[config.mk]
export PLATFORM = sky130hd
export DESIGN_NAME = seg_bcd_encoder_flat
export DESIGN_NICKNAME = d
export VERILOG_FILES = /design/src/rtl/seg_bcd_if.sv /design/src/rtl/seg_bcd_encoder.sv /design/src/flat_wrapper.sv
export SDC_FILE = /design/constraint.sdc
export NUM_CORES = 1
export LEC_CHECK = 0
export CAP_MARGIN = 20
export CORE_MARGIN = 2
export CORE_UTILIZATION = 33
export DETAILED_ROUTE_END_ITERATION = 8
export HOLD_SLACK_MARGIN = 0.02
export PLACE_DENSITY = 0.56
export SYNTH_ARGS = -nofsm -noshare
export SYNTH_HDL_FRONTEND = slang
export SYNTH_SLANG_ARGS = --single-unit
export TNS_END_PERCENT = 20
[constraint.sdc]
create_clock -name clk -period 2.45 [get_ports clk]
set_input_delay 0.49 -clock clk [delete_from_list [all_inputs] [get_ports clk]]
set_output_delay 0.49 -clock clk [all_outputs]
set_load 0.05 [all_outputs]
[src/rtl/seg_bcd_if.sv]
// Handshake and display bundle between a value producer and seg_bcd_encoder.
interface seg_bcd_if #(
  parameter int WIDTH = 7
);
  logic             in_valid;
  logic [WIDTH-1:0] in_value;
  logic             in_ready;
  logic [13:0]      both7seg;
  logic             out_valid;
  logic             busy;

  modport master (
    output in_valid, in_value,
    input  in_ready, both7seg, out_valid, busy
  );

  modport slave (
    input  in_valid, in_value,
    output in_ready, both7seg, out_valid, busy
  );
endinterface

[src/rtl/seg_bcd_encoder.sv]
// Binary to two-digit seven-segment encoder using iterative double-dabble.
// Optional macro SEG_BLANK_LEAD_ZERO_EN blanks a leading zero in the tens digit.
module seg_bcd_encoder #(
  parameter int WIDTH          = 7,
  parameter bit ACTIVE_LOW_SEG = 1'b0
) (
  input  logic    clk,
  input  logic    rst_n,
  seg_bcd_if.slave bus
);

  typedef enum logic [1:0] {
    IDLE   = 2'd0,
    CONV   = 2'd1,
    ENCODE = 2'd2,
    EMIT   = 2'd3
  } state_t;

  localparam logic [13:0] SEG_RESET = ACTIVE_LOW_SEG ? 14'h3FFF : 14'h0000;

  state_t           state;
  state_t           state_nxt;
  logic             accept;
  logic [4:0]       cnt;
  logic [WIDTH-1:0] shift_p0;
  logic [7:0]       bcd_p0;
  logic [7:0]       bcd_adj;
  logic             ovf_p0;
  logic [13:0]      seg_p1;
  logic [13:0]      seg_out;
  logic             vld_p2;

  function automatic logic [6:0] digit_seg(input logic [3:0] d);
    logic [6:0] s;
    case (d)
      4'd0:    s = 7'h3F;
      4'd1:    s = 7'h06;
      4'd2:    s = 7'h5B;
      4'd3:    s = 7'h4F;
      4'd4:    s = 7'h66;
      4'd5:    s = 7'h6D;
      4'd6:    s = 7'h7D;
      4'd7:    s = 7'h07;
      4'd8:    s = 7'h7F;
      4'd9:    s = 7'h6F;
      default: s = 7'h00;
    endcase
    return s;
  endfunction

  function automatic logic [6:0] polarity(input logic [6:0] s);
    return ACTIVE_LOW_SEG ? ~s : s;
  endfunction

  function automatic logic [13:0] encode_pair(input logic [7:0] bcd, input logic ovf);
    logic [6:0] tens;
    logic [6:0] units;
    if (ovf) begin
      tens  = 7'h40;
      units = 7'h40;
    end else begin
      tens  = digit_seg(bcd[7:4]);
      units = digit_seg(bcd[3:0]);
`ifdef SEG_BLANK_LEAD_ZERO_EN
      if (bcd[7:4] == 4'd0) tens = 7'h00;
`endif
    end
    return {polarity(tens), polarity(units)};
  endfunction

  always_comb begin
    state_nxt = state;
    accept    = 1'b0;
    case (state)
      IDLE: begin
        if (bus.in_valid) begin
          accept    = 1'b1;
          state_nxt = CONV;
        end
      end
      CONV:    if (cnt == 5'(WIDTH - 1)) state_nxt = ENCODE;
      ENCODE:  state_nxt = EMIT;
      EMIT:    state_nxt = IDLE;
      default: state_nxt = IDLE;
    endcase
  end

  // Add-3 correction applied before each shift so every nibble stays a decimal digit.
  always_comb begin
    bcd_adj = bcd_p0;
    if (bcd_p0[3:0] >= 4'd5) bcd_adj[3:0] = bcd_p0[3:0] + 4'd3;
    if (bcd_p0[7:4] >= 4'd5) bcd_adj[7:4] = bcd_p0[7:4] + 4'd3;
  end

  always_ff @(posedge clk or negedge rst_n) begin
    if (!rst_n) begin
      state   <= IDLE;
      cnt     <= 5'd0;
      seg_out <= SEG_RESET;
      vld_p2  <= 1'b0;
    end else begin
      state  <= state_nxt;
      vld_p2 <= (state == EMIT);
      if (accept)             cnt <= 5'd0;
      else if (state == CONV) cnt <= cnt + 5'd1;
      if (state == EMIT)      seg_out <= seg_p1;
    end
  end

  // Stage p0: shift/add-3 datapath; stage p1: registered table lookup feeding the output flop.
  always_ff @(posedge clk) begin
    if (accept) begin
      shift_p0 <= bus.in_value;
      bcd_p0   <= 8'd0;
      ovf_p0   <= (bus.in_value > WIDTH'(99));
    end else if (state == CONV) begin
      {bcd_p0, shift_p0} <= {bcd_adj, shift_p0} << 1;
    end
    if (state == ENCODE) seg_p1 <= encode_pair(bcd_p0, ovf_p0);
  end

  assign bus.in_ready  = (state == IDLE);
  assign bus.busy      = (state != IDLE);
  assign bus.both7seg  = seg_out;
  assign bus.out_valid = vld_p2;

endmodule

[src/flat_wrapper.sv]
// flat-port wrapper written by rule: the top's interface ports become plain ports
module seg_bcd_encoder_flat 
#(
  parameter int WIDTH          = 7,
  parameter bit ACTIVE_LOW_SEG = 1'b0
)
  (clk, rst_n, bus_in_valid, bus_in_value, bus_in_ready, bus_both7seg, bus_out_valid, bus_busy);
  seg_bcd_if #(.WIDTH(WIDTH)) bus_i ();
  input  logic clk;
  input  logic rst_n;
  input wire logic [$bits(bus_i.in_valid)-1:0] bus_in_valid;
  input wire logic [$bits(bus_i.in_value)-1:0] bus_in_value;
  output wire logic [$bits(bus_i.in_ready)-1:0] bus_in_ready;
  output wire logic [$bits(bus_i.both7seg)-1:0] bus_both7seg;
  output wire logic [$bits(bus_i.out_valid)-1:0] bus_out_valid;
  output wire logic [$bits(bus_i.busy)-1:0] bus_busy;
  assign bus_i.in_valid = bus_in_valid;
  assign bus_i.in_value = bus_in_value;
  assign bus_in_ready = bus_i.in_ready;
  assign bus_both7seg = bus_i.both7seg;
  assign bus_out_valid = bus_i.out_valid;
  assign bus_busy = bus_i.busy;
  seg_bcd_encoder #(.WIDTH(WIDTH), .ACTIVE_LOW_SEG(ACTIVE_LOW_SEG)) u_core (.clk(clk), .rst_n(rst_n), .bus(bus_i));
endmodule
## After elaboration in Yosys (flattened, before gate mapping)

Memories as Yosys holds them, arrays and structs flattened. A register that Yosys moved wholly into a read port is not among the register bits.
Cells that the tools add are included.

- $add $sub $neg: 3
- $lt $le $gt $ge: 3
- Equal/unequal tests: 6
- Mux-type cells: 11
- Reductions and logical operators: 4

Operator list:

| cell | number |
|---|---|
| $mux W7 | 2 |
| $mux W5 | 2 |
| $ge A4 B3 Y1 const B | 2 |
| $pmux W2 S4 | 1 |
| $gt A7 B7 Y1 const B | 1 |
| $add A5 B1 Y5 const B | 1 |
| $eq A5 B3 Y1 const B | 1 |
| $add A4 B2 Y4 const B | 1 |
| $eq A2 B2 Y1 const B | 2 |
| $mux W2 | 2 |
| $mux W4 | 1 |
| $reduce_bool A2 Y1 | 2 |
| $add A3 B2 Y3 const B | 1 |
| $mux W3 | 1 |
| $eq A2 B1 Y1 const B | 1 |
| $logic_not A2 Y1 | 1 |
| $mux W1 | 2 |
| $ne A2 B1 Y1 const B | 1 |
| $ne A2 B2 Y1 const B | 1 |
| $reduce_and A2 Y1 | 1 |

- Register bits after elaboration: 38
- Memory bits (read-only): 224
- Logic and storage cells: 36
- Memories: 2

Memory list:

| name | depth | width | rd ports | clocked after Yosys merged registers in | wr ports | RTL line | source |
|---|---|---|---|---|---|---|---|
| (name not given) | 16 | 7 | 1 | 1 | 0 | seg_bcd_encoder.sv:35 | `case (d)` |
| (name not given) | 16 | 7 | 1 | 1 | 0 | seg_bcd_encoder.sv:35 |  |

## Logic depth before layout (Yosys ltp)

Gate-level depths: netlist (run 1).

- Depth after elaboration: 3
- Gate-level depth with buffers: 8
- Mapped depth without buffers: 6

## Worst setup path after synthesis (run 1)

OpenSTA, ideal clock, no wires.

- Path kind: register to register
- From: reg u_core.state[0]
- To: reg u_core.state[1]
- Arrival time: 1.995 ns
- Required time: 2.325 ns
- Path slack: 0.330 ns
- Stages on the path, launching flop included: 6
- Buffers on the path: 0
- Cells stage by stage: dfrtp_1 > inv_1 > ha_1 > inv_1 > o22a_1 > mux2_4

- Cells in the longest elaborated chain, start to end: 3

RTL lines:

| what | RTL line | source |
|---|---|---|
| start: declaration | seg_bcd_encoder.sv:21 | `state_t state;` |
| start signal: assignment | seg_bcd_encoder.sv:102 | `state <= state_nxt;` |
| $logic_not A2 Y1 (*) | -- |  |
| via bus_in_ready | flat_wrapper.sv:13 | `output wire logic [$bits(bus_i.in_ready)-1:0] bus_in_ready;` |
| $ne A2 B2 Y1 (no line) | -- |  |
| $reduce_and A2 Y1 (no line) | -- |  |

Mark *: on every way through the listed nets, which the timed path passes. The rest lies on a longest branch.
A chain may end at the register's enable or synchronous reset.

## Worst setup path in the final report (run 1)

- From: reg u_core.state[0]
- To: out bus_in_ready

- Cells in the longest elaborated chain, start to end: 1

RTL lines:

| what | RTL line | source |
|---|---|---|
| $logic_not A2 Y1 | seg_bcd_encoder.sv:122 | `assign bus.in_ready = (state == IDLE);` |
| end: declaration | flat_wrapper.sv:13 |  |

No other way between the ends.

==> out/results.txt, run 1 <==
DP Worst Slack -> 0.403 ns
Total Neg Setup Slack -> 0 ns
kind of launch point of the worst setup path -> register
effective utilization at floorplan -> 34.0%
routed wire length -> 4430 um
CTS Buffer Depth -> 2
number of routed nets with antenna violations -> 0
Placeable Area -> 7690 um^2
cell type with the largest total area after synthesis -> sky130_fd_sc_hd__edfxtp_1
Post-CTS Hold Fix Bufs -> 0
top_reg_cell synth -> sky130_fd_sc_hd__edfxtp_1
DRC violation total after the first TritonRoute iteration -> 79
ranking of synthesized cells by instance count -> 28 x sky130_fd_sc_hd__nand2_1, 22 x sky130_fd_sc_hd__dfrtp_1, 22 x sky130_fd_sc_hd__edfxtp_1
proportion of layout cells with a drive suffix above 1 -> 11.5%
ant diodes -> 0
global routing usage summed across all routing layers -> 11.1%
minimum period implied by the final worst setup slack -> 1.99 ns
Hold Fails Final Rpt -> 0
Synth warnings -> 0
wire length of the first global-routing pass -> 7670 um
number of enable-type register cells in the synthesized netlist -> 22
wire length per cell -> 12.2 um
data arrival time of the worst path -> 1.50 ns
layout net count -> 288
ports placed on the boundary -> 27
setup repair after global routing missed its margin -> false
number of port buffers -> 26
number of instances in the synthesized netlist -> 234
floorplan row count -> 32
Global Route met1 Usage -> 15.4%
number of vias per cell -> 4.71
CP Data Required Time -> 1.96 ns
worst slew pin tran -> 0.650 ns
clock latency reported for the late side of the worst-skew pair -> 0.30 ns
final number of max-transition violations -> 0
post-synth design cell area -> 2610 um^2
met3 capacity usage during global routing -> 2.85%
Synth Net Count -> 263
Layout Area Growth over Synthesis -> 16.1%
Setup Crit Path Kind -> reg -> out
clock tree from TritonCTS -> done
dpl hpwl -> 3120 um
number of buffers created by CTS -> 5
fraction of synthesis flops using an asynchronous set or reset pin -> 42.3%
Min-Delay Path Class -> reg -> reg
post-synthesis cell type count -> 43
tightest slew margin relative to the limit -> 56.7%
Buf+Inv Stages, Crit Path -> 2
most frequently used cell type in the post-synthesis netlist -> sky130_fd_sc_hd__nand2_1
Top delay family on crit path -> buffers and inverters
weighted congestion reported at the end of routability-driven placement -> 0.788
Syn Area/Cell -> 11.2 um^2
count of buffers added by post-CTS timing repair for setup -> 0
clock transition at the registers of the reported paths -> 0.09 ns
clock net sink count -> 52
final worst slack -> 0.459 ns
peak per-stage delay on the critical path -> 0.44 ns
cells traversed along the worst timing path -> inv_1, ha_1, dlymetal6s2s_1
number of global-route vias before repair -> 1580
full die area -> 8640 um^2
status -> completed
area fraction of the dominant cell type after synthesis -> 25.3%
number of maximum-capacitance violations -> 0
Clock H-tree levels -> 2
die span in x -> 93.0 um
via count -> 1704
final critical-path share of the clock period -> 81.3%
hold slack -> 0.483 ns
cell at the slowest stage of the critical path -> sky130_fd_sc_hd__dlymetal6s2s_1
number of remaining DRC errors -> 0
M2 GR Usage -> 17.2%
top cells by area in the synthesized netlist -> sky130_fd_sc_hd__edfxtp_1 25%, sky130_fd_sc_hd__dfrtp_1 21%, sky130_fd_sc_hd__ha_1 9.1%
crit path max fanout -> 4
cts repair resizes -> 0
sequential fraction of the synthesis area -> 52.5%
total of endpoints with negative setup slack in the final report -> 0
cell at the root of the clock tree -> sky130_fd_sc_hd__clkbuf_8
aggregate global routing overflow -> 0
vertical die dimension -> 93.0 um
most crowded layer after global routing -> met2
FMAX -> 502 MHz
Final Skew -> 0.00615 ns
number of antenna violations at the first check in global routing -> 0
maximum number of pins on one net before global-route repair -> 23
type of element capturing the critical path -> primary output
number of register bits inferred by synthesis -> 52
first drt pass iteration count -> 4
## layout make-up
| type | instances | area (um^2) |
|---|---|---|
| flip-flops and latches | 52 | 1370 |
| multi-input cells | 158 | 1110 |
| fillers | 783 | 4660 |
| clock buffers | 6 | 72.6 |
| well taps | 102 | 128 |
| inverters | 13 | 48.8 |
| clock inverters | 2 | 16.3 |
| repair buffers | 29 | 283 |
## per-stage QoR
stage / util [%] / area (um^2) / cells
3_3_place_gp: 38.2 / 2940 / 354
6_report: 39.4 / 3030 / 362
3_5_place_dp: 38.2 / 2940 / 354
5_1_grt: 39.4 / 3030 / 362
4_1_cts: 39.4 / 3030 / 362
2_1_floorplan: - / 2610 / 234
## worst paths after layout
path | start | to | slack (ns) | cells past startpoint
worst max-delay path | u_core.state[0] | bus_in_ready | 0.46 | 3
worst min-delay path | u_core.seg_p1[13] | u_core.bus.both7seg[13] | 0.48 | 1
worst max register to register | u_core.state[1] | u_core.bcd_p0[6] | 0.66 | 6
worst min register to register | u_core.seg_p1[13] | u_core.bus.both7seg[13] | 0.48 | 1
max in group asynchronous | rst_n | u_core.cnt[2] | 1.69 | 2
min in group asynchronous | rst_n | u_core.bus.both7seg[2] | 0.53 | 2
## layout by cell type (no fill, tap or decap), types with 2 or more instances in the layout
master                            synthesis  final
sky130_fd_sc_hd__nand3_1                  2      2
sky130_fd_sc_hd__o21ai_0                  6      6
sky130_fd_sc_hd__nor2b_1                  6      6
sky130_fd_sc_hd__edfxtp_1                22     22
sky130_fd_sc_hd__o211ai_1                 2      2
sky130_fd_sc_hd__and3_1                   2      2
sky130_fd_sc_hd__mux2i_1                  2      2
sky130_fd_sc_hd__nand4_1                  2      2
sky130_fd_sc_hd__a21oi_1                 13     13
sky130_fd_sc_hd__clkdlybuf4s50_1          0     24
sky130_fd_sc_hd__clkbuf_8                 1      5
sky130_fd_sc_hd__a211o_1                  2      2
sky130_fd_sc_hd__a211oi_1                 2      2
sky130_fd_sc_hd__a21o_1                   4      4
sky130_fd_sc_hd__buf_4                    0      4
sky130_fd_sc_hd__inv_1                   11     11
sky130_fd_sc_hd__a2111oi_0                4      4
sky130_fd_sc_hd__nor2_1                  17     17
sky130_fd_sc_hd__nand2b_1                 9      9
sky130_fd_sc_hd__nor3_1                   4      4
sky130_fd_sc_hd__inv_2                    2      2
sky130_fd_sc_hd__dfxtp_1                  8      8
sky130_fd_sc_hd__nand2_1                 28     28
sky130_fd_sc_hd__xnor2_1                  3      3
sky130_fd_sc_hd__dfrtp_1                 22     22
sky130_fd_sc_hd__mux2_2                  14     14
sky130_fd_sc_hd__xor2_1                   3      3
sky130_fd_sc_hd__ha_1                    19     19
## logic make-up (layout without fill, tap and decap cells)
logic type               Yosys count  after routing  synth area share [%]
adder cells (fa/ha/maj)           19             19                  9.10
flip-flops                        52             52                  52.5
multiplexers                      17             17                  7.38
XOR/XNOR                           6              6                  2.01
buffers and inverters             24             50                  4.94
AO/OA/AOI/OAI                     41             41                  10.3
AND/OR/NAND/NOR                   75             75                  13.8
## worst register-to-register path, cell delays in order (launching register included)
cell and delay [ns]:
sky130_fd_sc_hd__dfrtp_1 0.42, sky130_fd_sc_hd__inv_1 0.12, sky130_fd_sc_hd__ha_1 0.36, sky130_fd_sc_hd__buf_4 0.25, sky130_fd_sc_hd__nand2_1 0.06, sky130_fd_sc_hd__a2111oi_0 0.39, sky130_fd_sc_hd__a211o_1 0.15
## per-layer routing
layer | up-vias | wire [um]
li1 | 855 | -
met1 | 807 | 2240
met2 | 35 | 1930
met3 | 7 | 202
met4 | 0 | 50
met5 | - | 0
## sequential cells by signal, indices dropped and copies added, names as in the netlist
register / cells
u_core.bus.both7seg: 14
u_core.seg_p1: 14
u_core.bcd_p0: 8
u_core.shift_p0: 7
u_core.cnt: 5
u_core.state: 2
u_core.bus.out_valid: 1
u_core.ovf_p0: 1
Power of run 1 is left out: the tool's default activity adds up to more than one toggle a clock period on the data nets, which glitch-free logic cannot reach.
==> run 2: changes to the inputs <==
Settings changed: PLACE_DENSITY 0.56 to 0.58.
Clock period 2.45 ns to 1.7 ns, I/O delays scaled along.
==> run 2 against run 1 <==
  * Clock skew increased by 0.0014 ns
  * Wire length decreased by 2.3%
  * First-iteration DRC count decreased by 14%
  * Final cell count increased by 2.5%
==> out/results.txt, run 2 (synthesis results as in run 1) <==
status -> completed (unchanged)
number of remaining DRC errors -> 0 (unchanged)
clock transition at the registers of the reported paths -> 0.10 ns (was 0.09 ns)
Setup Crit Path Kind -> reg -> out (unchanged)
fin area -> 3100 um^2 (was 3030 um^2)
clock tree from TritonCTS -> done (unchanged)
total instance count after detailed placement -> 363 (was 354)
clock net sink count -> 52 (unchanged)
DP Worst Slack -> 0.0219 ns (was 0.403 ns)
number of maximum-capacitance violations -> 0 (unchanged)
placed standard-cell area -> 3010 um^2 (was 2940 um^2)
number of antenna violations at the first check in global routing -> 0 (unchanged)
ports placed on the boundary -> 27 (unchanged)
number of port buffers -> 26 (unchanged)
ant diodes -> 0 (unchanged)
die span in x -> 93.0 um (unchanged)
Placeable Area -> 7690 um^2 (unchanged)
CP Data Required Time -> 1.36 ns (was 1.96 ns)
number of routed nets with antenna violations -> 0 (unchanged)
final worst slack -> 0.0755 ns (was 0.459 ns)
layout net count -> 297 (was 288)
setup repair after global routing missed its margin -> false (unchanged)
floorplan row count -> 32 (unchanged)
FMAX -> 616 MHz
kind of launch point of the worst setup path -> register (unchanged)
Final Non-Filler Cells -> 371 (was 362)
global routing usage summed across all routing layers -> 10.6% (was 11.1%)
cell at the root of the clock tree -> sky130_fd_sc_hd__clkbuf_8 (unchanged)
number of vias per cell -> 4.52 (was 4.71)
DRC violation total after the first TritonRoute iteration -> 68 (was 79)
dpl hpwl -> 3200 um (was 3120 um)
most frequent cells in the layout -> 28 x sky130_fd_sc_hd__nand2_1, 27 x sky130_fd_sc_hd__buf_4, 22 x sky130_fd_sc_hd__dfrtp_1, 22 x sky130_fd_sc_hd__edfxtp_1, 18 x sky130_fd_sc_hd__ha_1 (was 28 x sky130_fd_sc_hd__nand2_1, 24 x sky130_fd_sc_hd__clkdlybuf4s50_1, 22 x sky130_fd_sc_hd__dfrtp_1, 22 x sky130_fd_sc_hd__edfxtp_1, 19 x sky130_fd_sc_hd__ha_1)
number of global-route vias before repair -> 1562 (was 1580)
final number of max-transition violations -> 0 (unchanged)
routed wire length -> 4330 um (was 4430 um)
effective utilization at floorplan -> 34.0% (unchanged)
wire length of the first global-routing pass -> 7270 um (was 7670 um)
number of buffers created by CTS -> 5 (unchanged)
data arrival time of the worst path -> 1.28 ns (was 1.50 ns)
Min-Delay Path Class -> in -> async (was reg -> reg)
total of endpoints with negative setup slack in the final report -> 0 (unchanged)
minimum period implied by the final worst setup slack -> 1.62 ns
weighted congestion reported at the end of routability-driven placement -> 0.775 (was 0.788)
Clock H-tree levels -> 2 (unchanged)
aggregate global routing overflow -> 0 (unchanged)
most common cell after layout, fill and taps aside -> sky130_fd_sc_hd__nand2_1 (unchanged)
proportion of layout cells with a drive suffix above 1 -> 22.3% (was 11.5%)
wire length per cell -> 11.7 um (was 12.2 um)
maximum number of pins on one net before global-route repair -> 23 (unchanged)
peak per-stage delay on the critical path -> 0.43 ns (was 0.44 ns)
full die area -> 8640 um^2 (unchanged)
via count -> 1678 (was 1704)
worst slew pin tran -> 0.492 ns (was 0.650 ns)
cells traversed along the worst timing path -> inv_2, ha_4, clkinvlp_4, buf_12 (was inv_1, ha_1, dlymetal6s2s_1)
Hold Fails Final Rpt -> 0 (unchanged)
crit path max fanout -> 4 (unchanged)
Final Skew -> 0.00751 ns (was 0.00615 ns)
final critical-path share of the clock period -> 95.6%
cell at the slowest stage of the critical path -> sky130_fd_sc_hd__dfrtp_1 (was sky130_fd_sc_hd__dlymetal6s2s_1)
CTS Buffer Depth -> 2 (unchanged)
type of element capturing the critical path -> primary output (unchanged)
clock latency reported for the late side of the worst-skew pair -> 0.30 ns (about the same)
first drt pass iteration count -> 4 (unchanged)
Layout Area Growth over Synthesis -> 18.8% (was 16.1%)
tightest slew margin relative to the limit -> 67.2% (was 56.7%)
vertical die dimension -> 93.0 um (unchanged)
Post-CTS Hold Fix Bufs -> 0 (unchanged)
run 2: layout make-up:
type	instances	area (um^2)
multi-input combinational	158	1130
inverter	13	52.6
tap	102	128
sequential	52	1370
fill	777	4580
clock inverter	2	16.3
clock buffer	6	72.6
timing repair buffer	38	333
run 2: layer usage:
| layer | up-vias | track usage, % | part of all wire, % |
|---|---|---|---|
| met3 | 9 | 2.93 | 4.2 |
| met5 | - | 0 | 0 |
| met2 | 34 | 16.3 | 43 |
| met4 | 0 | 3.31 | 1.4 |
| li1 | 875 | - | - |
| met1 | 760 | 14.4 | 51 |
run 2: timing repair:
action / in CTS / in global routing
setup buffers: 0 / 0
setup endpoints to repair: 0 / 1
gates resized for setup: 0 / 2
run 2: worst max-delay path, delay by kind of cell, from the launching register on:
family | cells | cell delay [ns]
DFF | 1 | 0.43
buffers and inverters | 3 | 0.37
adders and majority gates | 1 | 0.18
run 2: per-stage QoR:
step           util (%)  TNS [ns]  hold WS, ns
2_1_floorplan         -   -0.0647       0.0444
3_3_place_gp       39.1         0        0.461
3_5_place_dp       39.1         0        0.462
4_1_cts            40.3         0        0.382
5_1_grt            40.4         0        0.395
6_report           40.4         0        0.377
run 2: path summary, 6_finish.rpt:
path	end	cells past startpoint	slack [ns]	start
worst max-delay path	bus_busy	4	0.08	u_core.state[0]
worst min-delay path	u_core.bus.both7seg[5]	2	0.38	rst_n
max in group asynchronous	u_core.cnt[1]	2	1.09	rst_n
worst min register to register	u_core.bus.both7seg[10]	1	0.48	u_core.seg_p1[10]
min in group clk	u_core.bus.both7seg[10]	1	0.48	u_core.seg_p1[10]
worst max register to register	u_core.bcd_p0[6]	6	0.13	u_core.state[1]
Power of run 2 is left out for the same reason.
==> run 3: changes to the inputs <==
Settings changed: RECOVER_POWER from default to 50.
==> run 3 against run 2 <==
  * Via count unchanged
  * Highest routed layer unchanged
  * Count of clock-buffer cells in the layout stayed put
  * Flip-flop and latch count stayed put
  * Critical endpoint unchanged
  * Register-to-register slack about the same
  * Clock skew about the same
  * Global-route usage stayed put
  * Fmax is essentially flat
==> out/results.txt, run 3 (synthesis results as in run 1) <==
CP Data Required Time -> 1.36 ns (about the same)
global routing usage summed across all routing layers -> 10.6% (unchanged)
total instance count after detailed placement -> 363 (unchanged)
Final Non-Filler Cells -> 371 (unchanged)
cells traversed along the worst timing path -> inv_2, ha_4, clkinvlp_4, buf_12 (unchanged)
full die area -> 8640 um^2 (unchanged)
Placeable Area -> 7690 um^2 (unchanged)
layout net count -> 297 (unchanged)
Hold Fails Final Rpt -> 0 (unchanged)
via count -> 1678 (unchanged)
Buf+Inv Stages, Crit Path -> 3 (unchanged)
minimum period implied by the final worst setup slack -> 1.62 ns (about the same)
ports placed on the boundary -> 27 (unchanged)
origin of the worst min-delay path -> u_core.seg_p1[10]
number of global-route vias before repair -> 1562 (unchanged)
status -> completed (unchanged)
# fillers -> 791 (was 777)
kind of launch point of the worst setup path -> register (unchanged)
maximum number of pins on one net before global-route repair -> 23 (unchanged)
Multi-input gate area -> 1130 um^2 (unchanged)
vertical die dimension -> 93.0 um (unchanged)
final core occ -> 39.6% (was 40.4%)
weighted congestion reported at the end of routability-driven placement -> 0.775 (unchanged)
clock tree from TritonCTS -> done (unchanged)
aggregate global routing overflow -> 0 (unchanged)
effective utilization at floorplan -> 34.0% (unchanged)
floorplan row count -> 32 (unchanged)
proportion of layout cells with a drive suffix above 1 -> 16.7% (was 22.3%)
die span in x -> 93.0 um (unchanged)
Top delay family on crit path -> flip-flops (unchanged)
Reg area -> 1370 um^2 (unchanged)
wire length per cell -> 11.7 um (about the same)
clock transition at the registers of the reported paths -> 0.09 ns (was 0.10 ns)
wire length of the first global-routing pass -> 7270 um (unchanged)
Clock H-tree levels -> 2 (unchanged)
clock latency reported for the late side of the worst-skew pair -> 0.30 ns (about the same)
FMAX -> 616 MHz (about the same)
total of endpoints with negative setup slack in the final report -> 0 (unchanged)
Layout Area Growth over Synthesis -> 16.5% (was 18.8%)
cell at the slowest stage of the critical path -> sky130_fd_sc_hd__dfrtp_1 (unchanged)
number of buffers created by CTS -> 5 (unchanged)
crit path max fanout -> 4 (unchanged)
data arrival time of the worst path -> 1.28 ns (about the same)
Crit Reg-Reg Startpoint -> u_core.state[1] (unchanged)
DP Worst Slack -> 0.0219 ns (unchanged)
type of element capturing the critical path -> primary output (unchanged)
ant diodes -> 0 (unchanged)
number of maximum-capacitance violations -> 0 (unchanged)
number of remaining DRC errors -> 0 (unchanged)
DRC violation total after the first TritonRoute iteration -> 66 (was 68)
dpl hpwl -> 3200 um (unchanged)
number of port buffers -> 26 (unchanged)
startpoint of the worst setup timing path -> u_core.state[0] (unchanged)
Min-Delay Path Class -> reg -> reg (was in -> async)
final worst slack -> 0.0760 ns (was 0.0755 ns)
most frequent cells in the layout -> 28 x sky130_fd_sc_hd__nand2_1, 22 x sky130_fd_sc_hd__dfrtp_1, 22 x sky130_fd_sc_hd__edfxtp_1 (was 28 x sky130_fd_sc_hd__nand2_1, 27 x sky130_fd_sc_hd__buf_4, 22 x sky130_fd_sc_hd__dfrtp_1, 22 x sky130_fd_sc_hd__edfxtp_1, 18 x sky130_fd_sc_hd__ha_1)
routed wire length -> 4340 um (was 4330 um)
peak per-stage delay on the critical path -> 0.43 ns (about the same)
most common cell after layout, fill and taps aside -> sky130_fd_sc_hd__nand2_1 (unchanged)
setup repair after global routing missed its margin -> false (unchanged)
cell at the root of the clock tree -> sky130_fd_sc_hd__clkbuf_8 (unchanged)
CTS Buffer Depth -> 2 (unchanged)
number of routed nets with antenna violations -> 0 (unchanged)
Final Skew -> 0.00752 ns (was 0.00751 ns)
tightest slew margin relative to the limit -> 59.7% (was 67.2%)
number of vias per cell -> 4.52 (unchanged)
Setup Crit Path Kind -> reg -> out (unchanged)
Total Neg Setup Slack -> 0 ns (unchanged)
worst slew pin tran -> 0.607 ns (was 0.492 ns)
first drt pass iteration count -> 4 (unchanged)
final critical-path share of the clock period -> 95.5% (was 95.6%)
clock net sink count -> 52 (unchanged)
number of antenna violations at the first check in global routing -> 0 (unchanged)
final number of max-transition violations -> 0 (unchanged)
## run 3: cell types whose count changed in the layout (fill, tap and decap cells not counted), sizes merged
cell / delta
buf: -17
dlygate4sd3: +2
clkbuf: +17
clkdlybuf4s50: -2
## run 3: cell type report
class                      instances  share of cell area [%]
sequential                        52                    45.1
clock buffer                       6                    2.39
tap                              102                    4.20
clock inverter                     2                   0.535
multi-input combinational        158                    37.1
inverter                          13                    1.73
timing repair buffer              38                    8.93
## run 3: stage by stage
step / hold WS (ns) / area, um^2
2_1_floorplan: 0.0444 / 2630
3_3_place_gp: 0.461 / 3010
3_5_place_dp: 0.462 / 3010
4_1_cts: 0.382 / 3100
5_1_grt: 0.492 / 3040
6_report: 0.481 / 3040
## run 3: final timing paths
path / cells after the start / to / slack (ns)
hold / removal: 1 / u_core.bus.both7seg[10] / 0.48
min in group asynchronous: 2 / u_core.bus.both7seg[2] / 0.54
max in group asynchronous: 2 / u_core.cnt[1] / 0.78
setup / recovery: 4 / bus_busy / 0.08
setup reg to reg: 6 / u_core.bcd_p0[6] / 0.13
hold reg to reg: 1 / u_core.bus.both7seg[10] / 0.48
## run 3: timing repair
action                                  4_1_cts  5_1_grt
hold endpoints to repair                      0        0
gates resized for setup                       0        2
endpoints found under the setup margin        0        1
setup buffers                                 0        0
hold buffers                                  0        0
## run 3: routing by layer
layer  wire [um]  up-vias  track usage (%)  part of all wire [%]
li1            -      875                -                     -
met5           0        -                0                     0
met3         207        9             2.93                   4.8
met2        1870       30             16.3                    43
met1        2200      764             14.4                    51
met4          61        0             3.31                   1.4
Power of run 3 is left out for the same reason.
==> variant 1: new RTL, settings of run 1 <==
`WIDTH` is set to 7 in 3 places; all go to 14.
--- a/src/rtl/seg_bcd_if.sv
+++ b/src/rtl/seg_bcd_if.sv
@@ -2,3 +2,3 @@
 interface seg_bcd_if #(
-  parameter int WIDTH = 7
+  parameter int WIDTH = 14
 );
--- a/src/rtl/seg_bcd_encoder.sv
+++ b/src/rtl/seg_bcd_encoder.sv
@@ -3,3 +3,3 @@
 module seg_bcd_encoder #(
-  parameter int WIDTH          = 7,
+  parameter int WIDTH          = 14,
   parameter bit ACTIVE_LOW_SEG = 1'b0
--- a/src/flat_wrapper.sv
+++ b/src/flat_wrapper.sv
@@ -3,3 +3,3 @@
 #(
-  parameter int WIDTH          = 7,
+  parameter int WIDTH          = 14,
   parameter bit ACTIVE_LOW_SEG = 1'b0
Interface: changed (resized bus_in_value); port bits go from 27 to 34. The function was not compared with the original's and may differ.
==> variant 1 against run 1 <==
Synthesized area up 12%. Largest cell class unchanged. Worst setup slack got worse by 34 ps. Final area grew 17%. Wire length rose by 15%. Non-clock buffer count is 8 higher. Sequential cell count increased by 7.
==> variant 1: results (changes against run 1) <==
Status - completed (unchanged)
Largest net degree at the start of global routing - 28 (was 23)
Layout Skew - 7.43 ps (was 6.15 ps)
Crit share post-route - 82.7% (was 81.3%)
Multiplexer share of the synthesized area - 6.82% (was 7.38%)
Xor/xnor share of the synthesized area - 1.80% (was 2.01%)
H-tree depth - 3 (was 2)
Syn Nets - 302 (was 263)
Sequential element share of the synthesized area - 54.2% (was 52.5%)
Wire length on met3 - 315 um (was 202 um)
Synthesized-area fraction occupied by adder cells - 8.15% (was 9.10%)
IO Port Bufs - 33 (was 26)
Met2 WL - 2310 um (was 1930 um)
Met3 GRT Util - 4.01% (was 2.85%)
Iter 0 DRT Violations - 50 (was 79)
Fin Hold WS - 481 ps (was 483 ps)
Met1 WL - 2380 um (was 2240 um)
Dpl ws - 397 ps (was 403 ps)
Final WL - 5090 um (was 4430 um)
Num CTS Buffers - 9 (was 5)
Area after DPL - 3330 um2 (was 2940 um2)
Max_slew headroom - 54.8% (was 56.7%)
Via count - 1,990 (was 1,704)
Share of layout cells above drive strength 1 - 13.7% (was 11.5%)
Clk_lat worst skew - 340 ps (was 300 ps)
Vias in the first global route - 1,810 (was 1,580)
Post-synth ARST share - 37.3% (was 42.3%)
Post-synth EDFFs - 29 (was 22)
GP Congestion - 0.826 (was 0.788)
Nets@finish - 338 (was 288)
Vias/cell - 4.80 (was 4.71)
[variant 1: cell type report]
cell class                 instances  area, um2
sequential                        59       1580
inverter                          15       61.3
clock inverter                     5       52.6
clock buffer                      11        141
tap                              108        135
multi-input combinational        180       1200
timing repair buffer              37        360
fill                             863       5100
[variant 1: final timing paths]
| kind | start | to | cells past startpoint |
|---|---|---|---|
| min in group asynchronous | rst_n | u_core.bus.both7seg[2] | 2 |
| min | u_core.seg_p1[9] | u_core.bus.both7seg[9] | 1 |
| min reg2reg | u_core.seg_p1[9] | u_core.bus.both7seg[9] | 1 |
| max in group asynchronous | rst_n | u_core.cnt[0] | 2 |
| max reg2reg | u_core.bcd_p0[1] | u_core.bcd_p0[1] | 5 |
| max | u_core.state[0] | bus_in_ready | 3 |
[variant 1: critical path, stage by stage, from the launching register on]
cell and delay (ps):
dfrtp_1 400, inv_1 130, ha_1 230, dlymetal6s2s_1 440
[variant 1: repair_timing]
item,CTS,global route
resized for setup,0,1
setup endpoints to repair,0,1
hold buffers,0,0
==> variant 2: new RTL, settings of run 1 <==
Made on the original files. The 4 states of `state_t` get a one-hot encoding in 4 bits.
--- a/src/rtl/seg_bcd_encoder.sv
+++ b/src/rtl/seg_bcd_encoder.sv
@@ -11,7 +11,7 @@
 
-  typedef enum logic [1:0] {
-    IDLE   = 2'd0,
-    CONV   = 2'd1,
-    ENCODE = 2'd2,
-    EMIT   = 2'd3
+  typedef enum logic [3:0] {
+    IDLE   = 4'b0001,
+    CONV   = 4'b0010,
+    ENCODE = 4'b0100,
+    EMIT   = 4'b1000
   } state_t;
Formal check against the unedited RTL: same outputs for any inputs over 10 cycles, from zero or initial values and one cycle with rst_n low; not proved beyond that.
==> variant 2 against run 1 <==
Worst setup slack worse by 140 ps. Wire length decreased by 0.43%. Non-clock buffer count stayed put. Final area up 1.7%. Synthesized area rose by 1.2%. Fmax decreased by 6.5%. Sequential cell count increased by 2. Critical endpoint is now bus_busy.
==> variant 2: results (changes against run 1) <==
Met2 WL - 1940 um (was 1930 um)
Top cells by count, synth - nand2_1, dfrtp_1, edfxtp_1 (unchanged)
Met3 GRT Util - 2.74% (was 2.85%)
Wire length on met3 - 195 um (was 202 um)
Beginning of the worst hold path - u_core.seg_p1[2] (was u_core.seg_p1[13])
Nets@finish - 280 (was 288)
Layout Skew - 6.18 ps (was 6.15 ps)
Worst R2R Start - u_core.state[0] (was u_core.state[1])
Slowest-stage cell, CP - dfstp_2 (was dlymetal6s2s_1)
Post-synth top flop - dfrtp_1 (was edfxtp_1)
Xor/xnor share of the synthesized area - 2.65% (was 2.01%)
Largest net degree at the start of global routing - 25 (was 23)
Non-clk buf share - 9.42% (was 9.33%)
Status - completed (unchanged)
Max_slew headroom - 65.7% (was 56.7%)
CP peak stage delay - 660 ps (was 440 ps)
Sequential cell area share - 46.2% (was 45.3%)
GR Layer Usage met1 - 14.9% (was 15.4%)
Inverters - 12 (was 13)
Crit Path Max Fanout - 8 (was 4)
Sequential element share of the synthesized area - 53.8% (was 52.5%)
Dpl hpwl - 3020 um (was 3120 um)
Synthesized-area fraction occupied by adder cells - 6.63% (was 9.10%)
Gr usage total - 11.3% (was 11.1%)
Vias in the first global route - 1,628 (was 1,580)
## variant 2: cell count changes in the layout (fill, tap and decap cells not counted), moves of 4 or more
cell       change
nor2b_1        -6
a2111oi_0      -4
o21ai_0        +5
ha_1           -5
nand3_1        +4
a21o_1         -4
## variant 2: power by group through the flow
stage | Sequential [mW] | Combinational, mW | Clock (mW)
floorplan | 1.16 | 0.563 | 0
global placement | 1.24 | 0.630 | 0
detailed placement | 1.24 | 0.643 | 0
CTS | 1.22 | 0.643 | 0.538
global route | 1.24 | 0.719 | 0.578
finish | 1.22 | 0.635 | 0.509
## variant 2: worst paths after layout
path,end,slack [ps],cells after the start
max in group asynchronous,u_core.state[0],1610,2
setup / recovery,bus_busy,320,3
setup reg to reg,u_core.ovf_p0,390,3
hold / removal,u_core.bus.both7seg[2],480,1
min in group asynchronous,u_core.bus.both7seg[11],540,2
hold reg to reg,u_core.bus.both7seg[2],480,1
